### src/rtl/add8_sched_pkg.sv
// Shared types, defaults and the rotating-priority pick function for the
// add8 round-robin scheduler.
package add8_sched_pkg;

    localparam int unsigned NREQ_DEF = 4;
    localparam int unsigned CNTW_DEF = 16;
    localparam int unsigned NREQ_MAX = 8;

    typedef struct packed {
        logic [7:0] a;
        logic [7:0] b;
    } req_t;

    typedef struct packed {
        logic       found;
        logic [2:0] idx;
    } pick_t;

    // First valid entry at or after ptr, wrapping within the first nreq entries.
    function automatic pick_t rr_pick(input logic [NREQ_MAX-1:0] valid,
                                      input logic [2:0]          ptr,
                                      input int unsigned         nreq);
        pick_t      res;
        logic [2:0] cand;
        res = '0;
        for (int unsigned off = 0; off < NREQ_MAX; off++) begin
            cand = 3'((32'(ptr) + off) % nreq);
            if (off < nreq && !res.found && valid[cand]) begin
                res.found = 1'b1;
                res.idx   = cand;
            end
        end
        return res;
    endfunction

endpackage

### src/rtl/add8_exact.sv
// Exact combinational 8-bit adder core; the 9-bit output carries the carry-out.
module add8_exact (
    input  logic [7:0] A,
    input  logic [7:0] B,
    output logic [8:0] O
);

    always_comb begin
        O = {1'b0, A} + {1'b0, B};
    end

endmodule

### src/rtl/add8_rr_pick.sv
// Combinational rotating priority encoder: one-hot grant plus index.
module add8_rr_pick
    import add8_sched_pkg::*;
#(
    parameter int unsigned NREQ = NREQ_DEF,
    parameter int unsigned IDW  = $clog2(NREQ)
) (
    input  logic [NREQ-1:0] valid,
    input  logic [IDW-1:0]  ptr,
    output logic [NREQ-1:0] onehot,
    output logic [IDW-1:0]  idx,
    output logic            found
);

    pick_t pick;

    always_comb begin
        pick   = rr_pick(8'(valid), 3'(ptr), NREQ);
        found  = pick.found;
        idx    = IDW'(pick.idx);
        onehot = '0;
        for (int unsigned i = 0; i < NREQ; i++) begin
            onehot[i] = pick.found && (idx == IDW'(i));
        end
    end

endmodule

### src/rtl/add8_rr_sched.sv
// Round-robin scheduler sharing one 8-bit adder core between NREQ requesters,
// with a registered valid/ready result slot and saturating grant counters.
module add8_rr_sched
    import add8_sched_pkg::*;
#(
    parameter int unsigned NREQ = NREQ_DEF,
    parameter int unsigned IDW  = $clog2(NREQ),
    parameter int unsigned CNTW = CNTW_DEF
) (
    input  logic              clk,
    input  logic              rst_n,
    input  logic [NREQ-1:0]   req_valid,
    output logic [NREQ-1:0]   req_ready,
    input  logic [NREQ*8-1:0] req_a,
    input  logic [NREQ*8-1:0] req_b,
    output logic              rsp_valid,
    input  logic              rsp_ready,
    output logic [8:0]        rsp_sum,
    output logic [IDW-1:0]    rsp_id,
    input  logic              cnt_clr,
    input  logic [IDW-1:0]    cnt_sel,
    output logic [CNTW-1:0]   cnt_val
);

    logic [IDW-1:0]  ptr_q, ptr_d;
    logic            rsp_valid_q, rsp_valid_d;
    logic [8:0]      rsp_sum_q, rsp_sum_d;
    logic [IDW-1:0]  rsp_id_q, rsp_id_d;
    logic [CNTW-1:0] cnt_q [NREQ];
    logic [CNTW-1:0] cnt_d [NREQ];

    logic [NREQ-1:0] gnt_oh;
    logic [IDW-1:0]  gnt_idx;
    logic            gnt_found;
    logic            free;
    logic            accept;
    req_t            reqs [NREQ];
    req_t            sel;
    logic [8:0]      core_o;

    add8_rr_pick #(.NREQ(NREQ), .IDW(IDW)) u_pick (
        .valid  (req_valid),
        .ptr    (ptr_q),
        .onehot (gnt_oh),
        .idx    (gnt_idx),
        .found  (gnt_found)
    );

    add8_exact u_core (
        .A (sel.a),
        .B (sel.b),
        .O (core_o)
    );

    // rst_n gates the grant so nothing is offered while reset is held.
    always_comb begin
        free      = !rsp_valid_q || rsp_ready;
        accept    = free && gnt_found && rst_n;
        req_ready = accept ? gnt_oh : '0;
        for (int unsigned i = 0; i < NREQ; i++) begin
            reqs[i].a = req_a[8*i +: 8];
            reqs[i].b = req_b[8*i +: 8];
        end
        sel = reqs[gnt_idx];
    end

    always_comb begin
        ptr_d       = ptr_q;
        rsp_valid_d = rsp_valid_q;
        rsp_sum_d   = rsp_sum_q;
        rsp_id_d    = rsp_id_q;
        if (accept) begin
            ptr_d       = (gnt_idx == IDW'(NREQ - 1)) ? '0 : gnt_idx + 1'b1;
            rsp_valid_d = 1'b1;
            rsp_sum_d   = core_o;
            rsp_id_d    = gnt_idx;
        end else if (rsp_ready) begin
            rsp_valid_d = 1'b0;
        end
        for (int unsigned i = 0; i < NREQ; i++) begin
            cnt_d[i] = cnt_q[i];
            if (cnt_clr) begin
                cnt_d[i] = '0;
            end else if (accept && gnt_idx == IDW'(i) && cnt_q[i] != '1) begin
                cnt_d[i] = cnt_q[i] + 1'b1;
            end
        end
    end

    always_comb begin
        cnt_val = '0;
        for (int unsigned i = 0; i < NREQ; i++) begin
            if (cnt_sel == IDW'(i)) begin
                cnt_val = cnt_q[i];
            end
        end
    end

    always_ff @(posedge clk or negedge rst_n) begin
        if (!rst_n) begin
            ptr_q       <= '0;
            rsp_valid_q <= 1'b0;
            rsp_sum_q   <= '0;
            rsp_id_q    <= '0;
            for (int unsigned i = 0; i < NREQ; i++) begin
                cnt_q[i] <= '0;
            end
        end else begin
            ptr_q       <= ptr_d;
            rsp_valid_q <= rsp_valid_d;
            rsp_sum_q   <= rsp_sum_d;
            rsp_id_q    <= rsp_id_d;
            for (int unsigned i = 0; i < NREQ; i++) begin
                cnt_q[i] <= cnt_d[i];
            end
        end
    end

    assign rsp_valid = rsp_valid_q;
    assign rsp_sum   = rsp_sum_q;
    assign rsp_id    = rsp_id_q;

endmodule

### config.mk
export PLATFORM = sky130hd
export DESIGN_NAME = add8_rr_sched
export DESIGN_NICKNAME = d
export VERILOG_FILES = /design/src/rtl/add8_sched_pkg.sv /design/src/rtl/add8_exact.sv /design/src/rtl/add8_rr_pick.sv /design/src/rtl/add8_rr_sched.sv
export SDC_FILE = /design/constraint.sdc
export NUM_CORES = 1
export LEC_CHECK = 0
export BUFFER_PORTS_ARGS = -buffer_cell sky130_fd_sc_hd__clkbuf_2
export CAP_MARGIN = 0
export CORE_MARGIN = 2
export CORE_UTILIZATION = 35
export CTS_CLUSTER_DIAMETER = 150
export CTS_CLUSTER_SIZE = 28
export DETAILED_ROUTE_END_ITERATION = 10
export PLACE_DENSITY = 0.59
export SLEW_MARGIN = 5
export SYNTH_ARGS = -nofsm -noshare
export SYNTH_HDL_FRONTEND = slang
export SYNTH_HIERARCHICAL = 1
export SYNTH_SLANG_ARGS = --single-unit
export TNS_END_PERCENT = 20
### constraint.sdc
create_clock -name clk -period 6.4 [get_ports clk]
set_input_delay 0.32 -clock clk [delete_from_list [all_inputs] [get_ports clk]]
set_output_delay 0.32 -clock clk [all_outputs]
set_load 0.03 [all_outputs]
==> impl_results.md, run 1 <==
* Max Fclk at 269 MHz
* Post-synth cell types at 60
* Worst hold path type: in2async
* Synthesis Warnings at 6
* CTS buffer count at 9
* Total of max-cap violations at 0
* First-pass DRT Iterations at 4
* Hold Violations, Final at 0
* Commonest cells after routing, fill and taps aside: clkbuf_2, dfrtp_1, a21oi_1, nor2_1, mux4_2
* Syn Inst Count at 585
* CP Capture Type: flop
* Core area at 0.0160 sq mm
* Row cnt at 46
* Cts-stage hold buffer count at 1
* CP arrival at 3.94 ns
* # resized after CTS at 0
* TritonCTS clock tree: built
* Synth Area per Inst at 9.85 sq um
* Worst Path Max Fanout at 21
* Initial antenna violation count at 0
* Clock skew at 0.00853 ns
* Final-report max-slew violation count at 0
* Initial Utilization at 36.0%
* CP max-delay cell: dfrtp_1
* Clk sinks at 78
* Period utilization at 58.1%
* Detailed-route DRC error count at 0
* Vias in the first global route at 5267
* First DRT Iteration DRCs at 406
* Clock slew at reported path FFs at 0.06 ns
* Max stage delay on crit path at 0.59 ns
* Syn_nets at 676
* DR vias/cell at 5.87
* Share of cells above drive strength 1 at 28.3%
* Post-Syn Area at 0.00576 sq mm
* Top FF cell, synth: dfrtp_1
* Synthesis-to-layout area growth at 16.5%
* GRT Util Overall at 18.4%
* Pre-CTS setup slack at 2.66 ns
* RSZ-0062 raised after global routing: false
* Placed cell area at 0.00643 sq mm
* PnR Total Power at 1.84 mW
* Die area at 0.0175 sq mm
* Pwr dens at 274 mW/mm^2
* Global-route wire length before repair at 26200 um
* Data required, critical path at 6.62 ns
* Crit start category: flop
* Worst-margin pin slew at 1.22 ns
* Ant diodes at 0
* Final standard cell area without fillers at 0.00672 sq mm
* Commonest non-fill, non-tap cell in the layout: clkbuf_2
* Seq/Total Area, Yosys at 33.9%
* Grt ovf at 0
* Outcome: finished, final reports clean
* Number of port buffers at 105
* Root buffer cell: clkbuf_16
* Worst r2r src: ptr_q[1]$_DFFE_PN0P_
* Worst setup path start: ptr_q[1]$_DFFE_PN0P_
* Number of enable flip-flop cells after synthesis at 0
* GP Congestion at 0.812
* Worst vdd ir at 0.177 mV
* Crit Path Class: reg2reg
* Crit path cell chain: mux2i_1 -> nor2_1 -> a311oi_4 -> buf_4 -> mux4_2 -> ha_1 -> fa_1 -> a21oi_1 -> nor2_1 -> nor2_1 -> o21ai_0 -> mux2_2
* Setup bufs post-CTS at 0
* Worst setup margin at 2.68 ns
* Fin crit period at 3.72 ns
* Asr flop ratio synth at 100%
* Largest net degree at the start of global routing at 91
* Worst skew pair latency at 0.34 ns
* CP dominant cell by count: nor2_1
* DPL Wire Length at 11700 um
* Die Span Y at 132 um
* Final #Nets at 756
* WL/cell at 17.8 um
* IO Pins at 106
* DRT Wirelength at 15800 um
* Yosys reg bits at 78
* Final Setup Violations at 0
* Die width at 132 um
* Relative max-transition margin at 17.8%
* DRT antenna net count at 0
* Via Count at 5187
* H-tree levels at 3
* Leak at 2.74 nW
* Clk buf depth at 2
* Fin Setup TNS at 0 ns
## routing by layer
metal  part of all wire (%)  vias up  GRT usage (%)  wire [um]
met1                     43     2589           22.9       6730
met4                    2.8        0           7.95        440
met2                     50      142           31.5       7910
li1                       -     2425              -          -
met5                      0        -              0          0
met3                    4.4       31           3.11        695
## report_power, final
part           total [mW]  internal (mW)  leakage [nW]  switching (mW)
combinational       0.763          0.340          1.55           0.423
sequential          0.587          0.542          1.06          0.0452
clock               0.488          0.290         0.138           0.198
## area by class of cell
type / instances / area (sq um)
Multi-Input combinational cell: 449 / 3580
Inverter: 16 / 60.1
Clock inverter: 1 / 5.00
Clock buffer: 13 / 270
Fill cell: 1624 / 9290
Timing Repair Buffer: 111 / 576
Sequential cell: 78 / 1950
Tap cell: 216 / 270
## cell families (layout without fill, tap and decap cells)
family	count (synthesis)	in the layout	share of synthesized area (%)
simple gates	250	250	25.4
compound gates	105	105	11.5
flops	78	78	33.9
mux	73	73	20.5
buf+inv	58	141	4.30
fa+ha+maj	17	17	3.82
xor+xnor	4	4	0.608
## registers in the layout (all words and copies together) (netlist names)
name and count:
rsp_sum 9, rsp_valid 1, ptr_q 2, rsp_id 2
cnt_q 64
## worst max-delay path: cells and delay by family, from the launching register on
family	cells	cell delay (ns)
adders and majority gates	2	0.67
and+or+nand+nor	3	0.30
DFF	1	0.59
AOI/OAI and AO/OA	3	0.60
muxes	3	1.06
buffers and inverters	1	0.38
## cell usage after synthesis (3+ instances only)
library cell / instances / area, sq um
a21oi_1: 45 / 225
a311oi_1: 3 / 26.3
and2_1: 5 / 31.3
and3_1: 9 / 56.3
and4_1: 5 / 43.8
buf_2: 11 / 55.1
clkbuf_1: 26 / 97.6
dfrtp_1: 78 / 1950
ha_1: 16 / 200
inv_1: 15 / 56.3
mux2_1: 20 / 225
mux2_2: 19 / 214
mux4_2: 32 / 721
nand2_1: 24 / 90.1
nand3_1: 27 / 135
nand4_1: 22 / 138
nor2_1: 40 / 150
nor2b_1: 27 / 169
nor3_1: 8 / 40.0
nor4_1: 25 / 156
nor4_2: 4 / 50.1
nor4b_1: 3 / 26.3
o21ai_0: 12 / 60.1
o21ai_1: 3 / 15.0
o31ai_1: 22 / 165
or2_0: 3 / 18.8
or2_1: 4 / 25.0
or3_1: 9 / 56.3
or4_1: 22 / 165
## stage by stage
stage | hold WS [ns] | instances | utilization, %
2_1_floorplan | 0.0244 | 585 | -
3_3_place_gp | 0.111 | 869 | 40.2
3_5_place_dp | 0.111 | 869 | 40.2
4_1_cts | 0.304 | 884 | 42.0
5_1_grt | 0.319 | 884 | 42.0
6_report | 0.315 | 884 | 42.0
## worst paths after layout
kind / endpoint / slack, ns / depth (start not counted)
min in group clk: rsp_valid$_DFFE_PN0P_ / 0.40 / 5
worst max-delay path: rsp_sum[8]$_DFFE_PN0P_ / 2.68 / 12
worst min-delay path: rsp_valid$_DFFE_PN0P_ / 0.32 / 2
worst min register to register: rsp_sum[4]$_DFFE_PN0P_ / 0.51 / 1
max in group asynchronous: rsp_id[1]$_DFFE_PN0P_ / 4.89 / 3
worst max register to register: rsp_sum[8]$_DFFE_PN0P_ / 2.68 / 12
(Power assumes the default switching activity.)
==> run 2: changes to the inputs <==
Clock period 6.4 ns to 3.6 ns, I/O delays scaled along.
==> impl_results.md, run 2 (synthesized netlist as in run 1, its figures left out) <==
* Outcome: finished, final reports clean
* Vias in the first global route at 5017
* Ant diodes at 0
* Fillers at 1578
* Max reg flops at 64
* CTS buffer count at 9
* Finished Core Util at 42.8%
* CP arrival at 3.59 ns
* CP Capture Type: flop
* Final Setup Violations at 0
* Share of cells above drive strength 1 at 30.0%
* Clk sinks at 78
* Relative max-transition margin at 29.5%
* Crit Path Class: reg2reg
* Clk buf depth at 2
* Worst Reg-to-Reg Cells at 12
* Worst skew pair latency at 0.35 ns
* Pwr dens at 497 mW/mm^2
* Data required, critical path at 3.83 ns
* Final-report max-slew violation count at 0
* Worst reg2reg path endpoint: rsp_sum[8]$_DFFE_PN0P_
* Commonest non-fill, non-tap cell in the layout: clkbuf_2
* CP dominant cell by count: nor2_1
* Max stage delay on crit path at 0.51 ns
* DRT antenna net count at 0
* Clock slew at reported path FFs at 0.06 ns
* Largest net degree at the start of global routing at 80
* Commonest cells after routing, fill and taps aside: clkbuf_2, dfrtp_1, a21oi_1, nor2_1, mux4_2
* Cts-stage hold buffer count at 0
* Fin crit period at 3.36 ns
* Worst r2r src: ptr_q[1]$_DFFE_PN0P_
* WL/cell at 17.8 um
* Synthesis-to-layout area growth at 18.8%
* CP max-delay cell: mux4_2
* Initial antenna violation count at 0
* Top reg by flops: cnt_q
* RSZ-0062 raised after global routing: false
* Hold Violations, Final at 0
* DRT Wirelength at 15900 um
* Worst Path Max Fanout at 11
* Worst-margin pin slew at 1.06 ns
* DPL Wire Length at 11800 um
* Core area at 0.0160 sq mm
* Clock skew at 0.00640 ns
* First-pass DRT Iterations at 4
* Fin Setup TNS at 0 ns
* Worst hold path type: in2async
* GP Congestion at 0.801
* First DRT Iteration DRCs at 449
* Detailed-route DRC error count at 0
* Die width at 132 um
* Max Fclk at 297 MHz
* Setup slack, reg-to-reg at 0.24 ns
* Number of port buffers at 105
* Leak at 2.80 nW
* Worst vdd ir at 0.363 mV
* Final #Nets at 766
* Die Span Y at 132 um
* Global-route wire length before repair at 26000 um
* Initial Utilization at 36.0%
* Via Count at 5210
* GRT Util Overall at 18.3%
* Crit path cell chain: mux2i_1 -> nor2_1 -> a311oi_4 -> buf_12 -> mux4_2 -> ha_1 -> fa_1 -> a21oi_1 -> nor2_1 -> nor2_1 -> o21ai_0 -> mux2_2
* Row cnt at 46
* DR vias/cell at 5.81
* IO Pins at 106
* Root buffer cell: clkbuf_16
* Period utilization at 93.4%
* Die area at 0.0175 sq mm
* Total of max-cap violations at 0
* Crit start category: flop
* TritonCTS clock tree: built
* H-tree levels at 3
* Grt ovf at 0
[run 2: where the power goes]
group / total, mW / leakage [nW] / internal [mW] / switching, mW
Sequential: 1.04 / 1.06 / 0.965 / 0.0760
Combinational: 1.43 / 1.61 / 0.660 / 0.772
Clock: 0.926 / 0.142 / 0.556 / 0.370
[run 2: final cells by class]
class	count	area (sq um)	share of cell area [%]
Tap cell	216	270	3.95
Multi-Input combinational cell	449	3580	52.3
Clock inverter	5	58.8	0.859
Timing Repair Buffer	121	678	9.90
Inverter	16	60.1	0.877
Sequential cell	78	1950	28.5
Clock buffer	11	243	3.55
[run 2: repair_timing]
action | in CTS | in global routing
buffers inserted | 0 | 1
resized for setup | 0 | 2
endpoints found under the setup margin | 0 | 4
[run 2: critical path: cells and delay by family (launching register included)]
family	cells	cell delay (ns)
DFF	1	0.45
and+or+nand+nor	3	0.31
adders and majority gates	2	0.67
muxes	3	0.98
AOI/OAI and AO/OA	3	0.63
buffers and inverters	1	0.20
[run 2: worst max path at each step]
stage / start / to / slack, ns / depth (start not counted)
final: ptr_q[1]$_DFFE_PN0P_ / rsp_sum[8]$_DFFE_PN0P_ / 0.24 / 12
after global routing: ptr_q[1]$_DFFE_PN0P_ / rsp_sum[8]$_DFFE_PN0P_ / 0.007 / 12
after CTS: ptr_q[1]$_DFFE_PN0P_ / rsp_sum[8]$_DFFE_PN0P_ / 0.04 / 12
after detailed placement: ptr_q[1]$_DFFE_PN0P_ / rsp_sum[8]$_DFFE_PN0P_ / 0.07 / 12
after global placement: ptr_q[1]$_DFFE_PN0P_ / rsp_sum[8]$_DFFE_PN0P_ / 0.20 / 12
after floorplan: ptr_q[1]$_DFFE_PN0P_ / rsp_sum[8]$_DFFE_PN0P_ / 0.08 / 14
[run 2: layer usage]
metal	track usage (%)	part of all wire, %	up-vias
met5	0	0	-
met4	4.96	1.4	0
met3	3.69	4.5	18
met2	30.2	50	140
met1	24.4	44	2600
li1	-	-	2452
[run 2: metrics by stage]
| step | cells | setup WS (ns) | area, sq um | power [mW] | hold WS [ns] |
|---|---|---|---|---|---|
| after global routing | 896 | 0.00672 | 6850 | 3.63 | 0.215 |
| after detailed placement | 878 | 0.0726 | 6510 | 2.47 | 0.499 |
| after CTS | 894 | 0.0430 | 6810 | 3.40 | 0.167 |
| after floorplan | 585 | 0.0781 | 5770 | 2.10 | -0.116 |
| after global placement | 878 | 0.202 | 6510 | 2.42 | 0.495 |
| final | 896 | 0.238 | 6850 | 3.40 | 0.0934 |
==> run 3: changes to the inputs <==
Settings changed: HOLD_SLACK_MARGIN set to 0.06, PLACE_DENSITY 0.59 to 0.61.
Clock period 3.6 ns to 2.7 ns, I/O delays scaled along.
==> impl_results.md, run 3 (synthesized netlist as in run 1, its figures left out) <==
* Outcome: finished, violations left
* Violated checks: setup timing
* Clock skew at 0.00766 ns
* Pwr dens at 707 mW/mm^2
* CP max-delay cell: mux4_2
* Number of port buffers at 105
* Global-route wire length before repair at 26200 um
* Worst hold path type: in2async
* Fin crit period at 3.18 ns
* Final-report max-slew violation count at 0
* Max reg flops at 64
* CP arrival at 3.41 ns
* WL/cell at 17.5 um
* H-tree levels at 3
* Row cnt at 46
* Period utilization at 118%
* CTS buffer count at 9
* Clk sinks at 78
* NetSw at 1.86 mW
* Initial antenna violation count at 0
* Crit start category: flop
* Clock power share at 25.7%
* Via Count at 5421
* RSZ-0062 raised after global routing: true
* Pint at 3.51 mW
* Sw frac at 34.6%
* Grt ovf at 0
* Top reg by flops: cnt_q
* DPL Wire Length at 11600 um
* Die area at 0.0175 sq mm
* Share of cells above drive strength 1 at 40.1%
* Finished Core Util at 47.5%
* Initial Utilization at 36.0%
* Max Fclk at 315 MHz
* TritonCTS clock tree: built
* Max stage delay on crit path at 0.54 ns
* Final #Nets at 800
* Total of max-cap violations at 0
* Leak at 3.06 nW
* Die width at 132 um
* Non-filler cells, final at 930
* Die Span Y at 132 um
* CP Capture Type: flop
* GRT Util Overall at 18.3%
* Core area at 0.0160 sq mm
* Cells after DPL at 909
* Crit Path Class: reg2reg
* Pre-CTS setup slack at -0.438 ns
* Flop pwr share at 25.6%
* First-pass DRT Iterations at 4
* PnR Total Power at 5.37 mW
* Worst skew pair latency at 0.35 ns
* Relative max-transition margin at 20.0%
* Cts-stage hold buffer count at 0
* Worst Path Buf+Inv at 1
* Ant diodes at 0
* DRT Wirelength at 16300 um
* Fin Setup TNS at -2.77 ns
* DR vias/cell at 5.83
* Commonest non-fill, non-tap cell in the layout: clkbuf_2
* Final Setup Violations at 10
* Clk buf depth at 2
* Worst vdd ir at 0.429 mV
* First DRT Iteration DRCs at 334
* Comb pwr share at 48.7%
* Worst Path Max Fanout at 6
* Fillers at 1528
* Data required, critical path at 2.93 ns
* Synthesis-to-layout area growth at 31.7%
* Crit-path leading delay family: multiplexers
* Detailed-route DRC error count at 0
* GP Congestion at 0.918
* Largest net degree at the start of global routing at 80
* Crit path cell chain: mux2i_2 -> nor2_2 -> a311oi_4 -> clkbuf_16 -> mux4_2 -> ha_4 -> nand3_2 -> a21oi_2 -> nor4_1 -> a311o_1 -> mux2_4
* Worst setup margin at -0.476 ns
* Commonest cells after routing, fill and taps aside: clkbuf_2, dfrtp_1, buf_4, a21oi_1, nor2_1
* Hold Violations, Final at 0
* Vias in the first global route at 5240
* DRT antenna net count at 0
* IO Pins at 106
* Clock slew at reported path FFs at 0.06 ns
* Worst-margin pin slew at 1.19 ns
* Root buffer cell: clkbuf_16
==> run 3: cell count changes in the layout (fill, tap and decap cells not counted), moves of 6 or more <==
cell	change
buf_4	+24
nor4_1	-12
mux2_4	+9
ha_1	-8
ha_4	+8
a21oi_1	-7
nor4_2	+7
mux2_2	-6
==> run 3: area by class of cell <==
| type | instances | area [sq um] | area share, % |
|---|---|---|---|
| inverters | 16 | 60.1 | 0.791 |
| clock buffers | 13 | 270 | 3.56 |
| flip-flops and latches | 78 | 1950 | 25.7 |
| multi-input cells | 449 | 3980 | 52.4 |
| repair buffers | 155 | 997 | 13.1 |
| clock inverters | 3 | 65.1 | 0.857 |
| well taps | 216 | 270 | 3.56 |
==> run 3: layer usage <==
metal / track usage, % / up-vias / wire [um]
met5: 0 / - / 0
met1: 23.4 / 2729 / 7090
met4: 5.20 / 0 / 228
met2: 31.3 / 142 / 8370
li1: - / 2527 / -
met3: 3.84 / 23 / 609
==> run 3: power groups by stage <==
stage / Clock (mW) / Sequential [mW] / Combinational (mW)
2_1_floorplan: 0 / 1.54 / 1.40
3_3_place_gp: 0 / 1.39 / 2.23
3_5_place_dp: 0 / 1.39 / 2.29
4_1_cts: 1.41 / 1.37 / 2.33
5_1_grt: 1.47 / 1.39 / 2.85
6_report: 1.38 / 1.37 / 2.61
==> run 3: what timing repair did <==
item                                    CTS  global route
gates resized for setup                   7            60
pin swaps                                 2            11
cloned                                    0             3
endpoints found under the setup margin   15            50
setup buffers                             1             1
==> run 3: worst paths after layout <==
check / startpoint / end / slack, ns / depth (start not counted)
max: ptr_q[1]$_DFFE_PN0P_ / rsp_sum[5]$_DFFE_PN0P_ / -0.48 / 11
min in group clk: req_valid[3] / rsp_valid$_DFFE_PN0P_ / 0.28 / 6
min: rst_n / cnt_q[52]$_DFFE_PN0P_ / 0.07 / 2
max reg2reg: ptr_q[1]$_DFFE_PN0P_ / rsp_sum[5]$_DFFE_PN0P_ / -0.48 / 11
min reg2reg: rsp_sum[2]$_DFFE_PN0P_ / rsp_sum[2]$_DFFE_PN0P_ / 0.51 / 1
max in group asynchronous: rst_n / ptr_q[1]$_DFFE_PN0P_ / 1.90 / 2
==> run 3: stage by stage <==
stage / cell area, sq um / hold WS (ns)
2_1_floorplan: 5850 / -0.161
3_3_place_gp: 6850 / 0.489
3_5_place_dp: 6850 / 0.485
4_1_cts: 7230 / 0.113
5_1_grt: 7590 / 0.166
6_report: 7590 / 0.0709
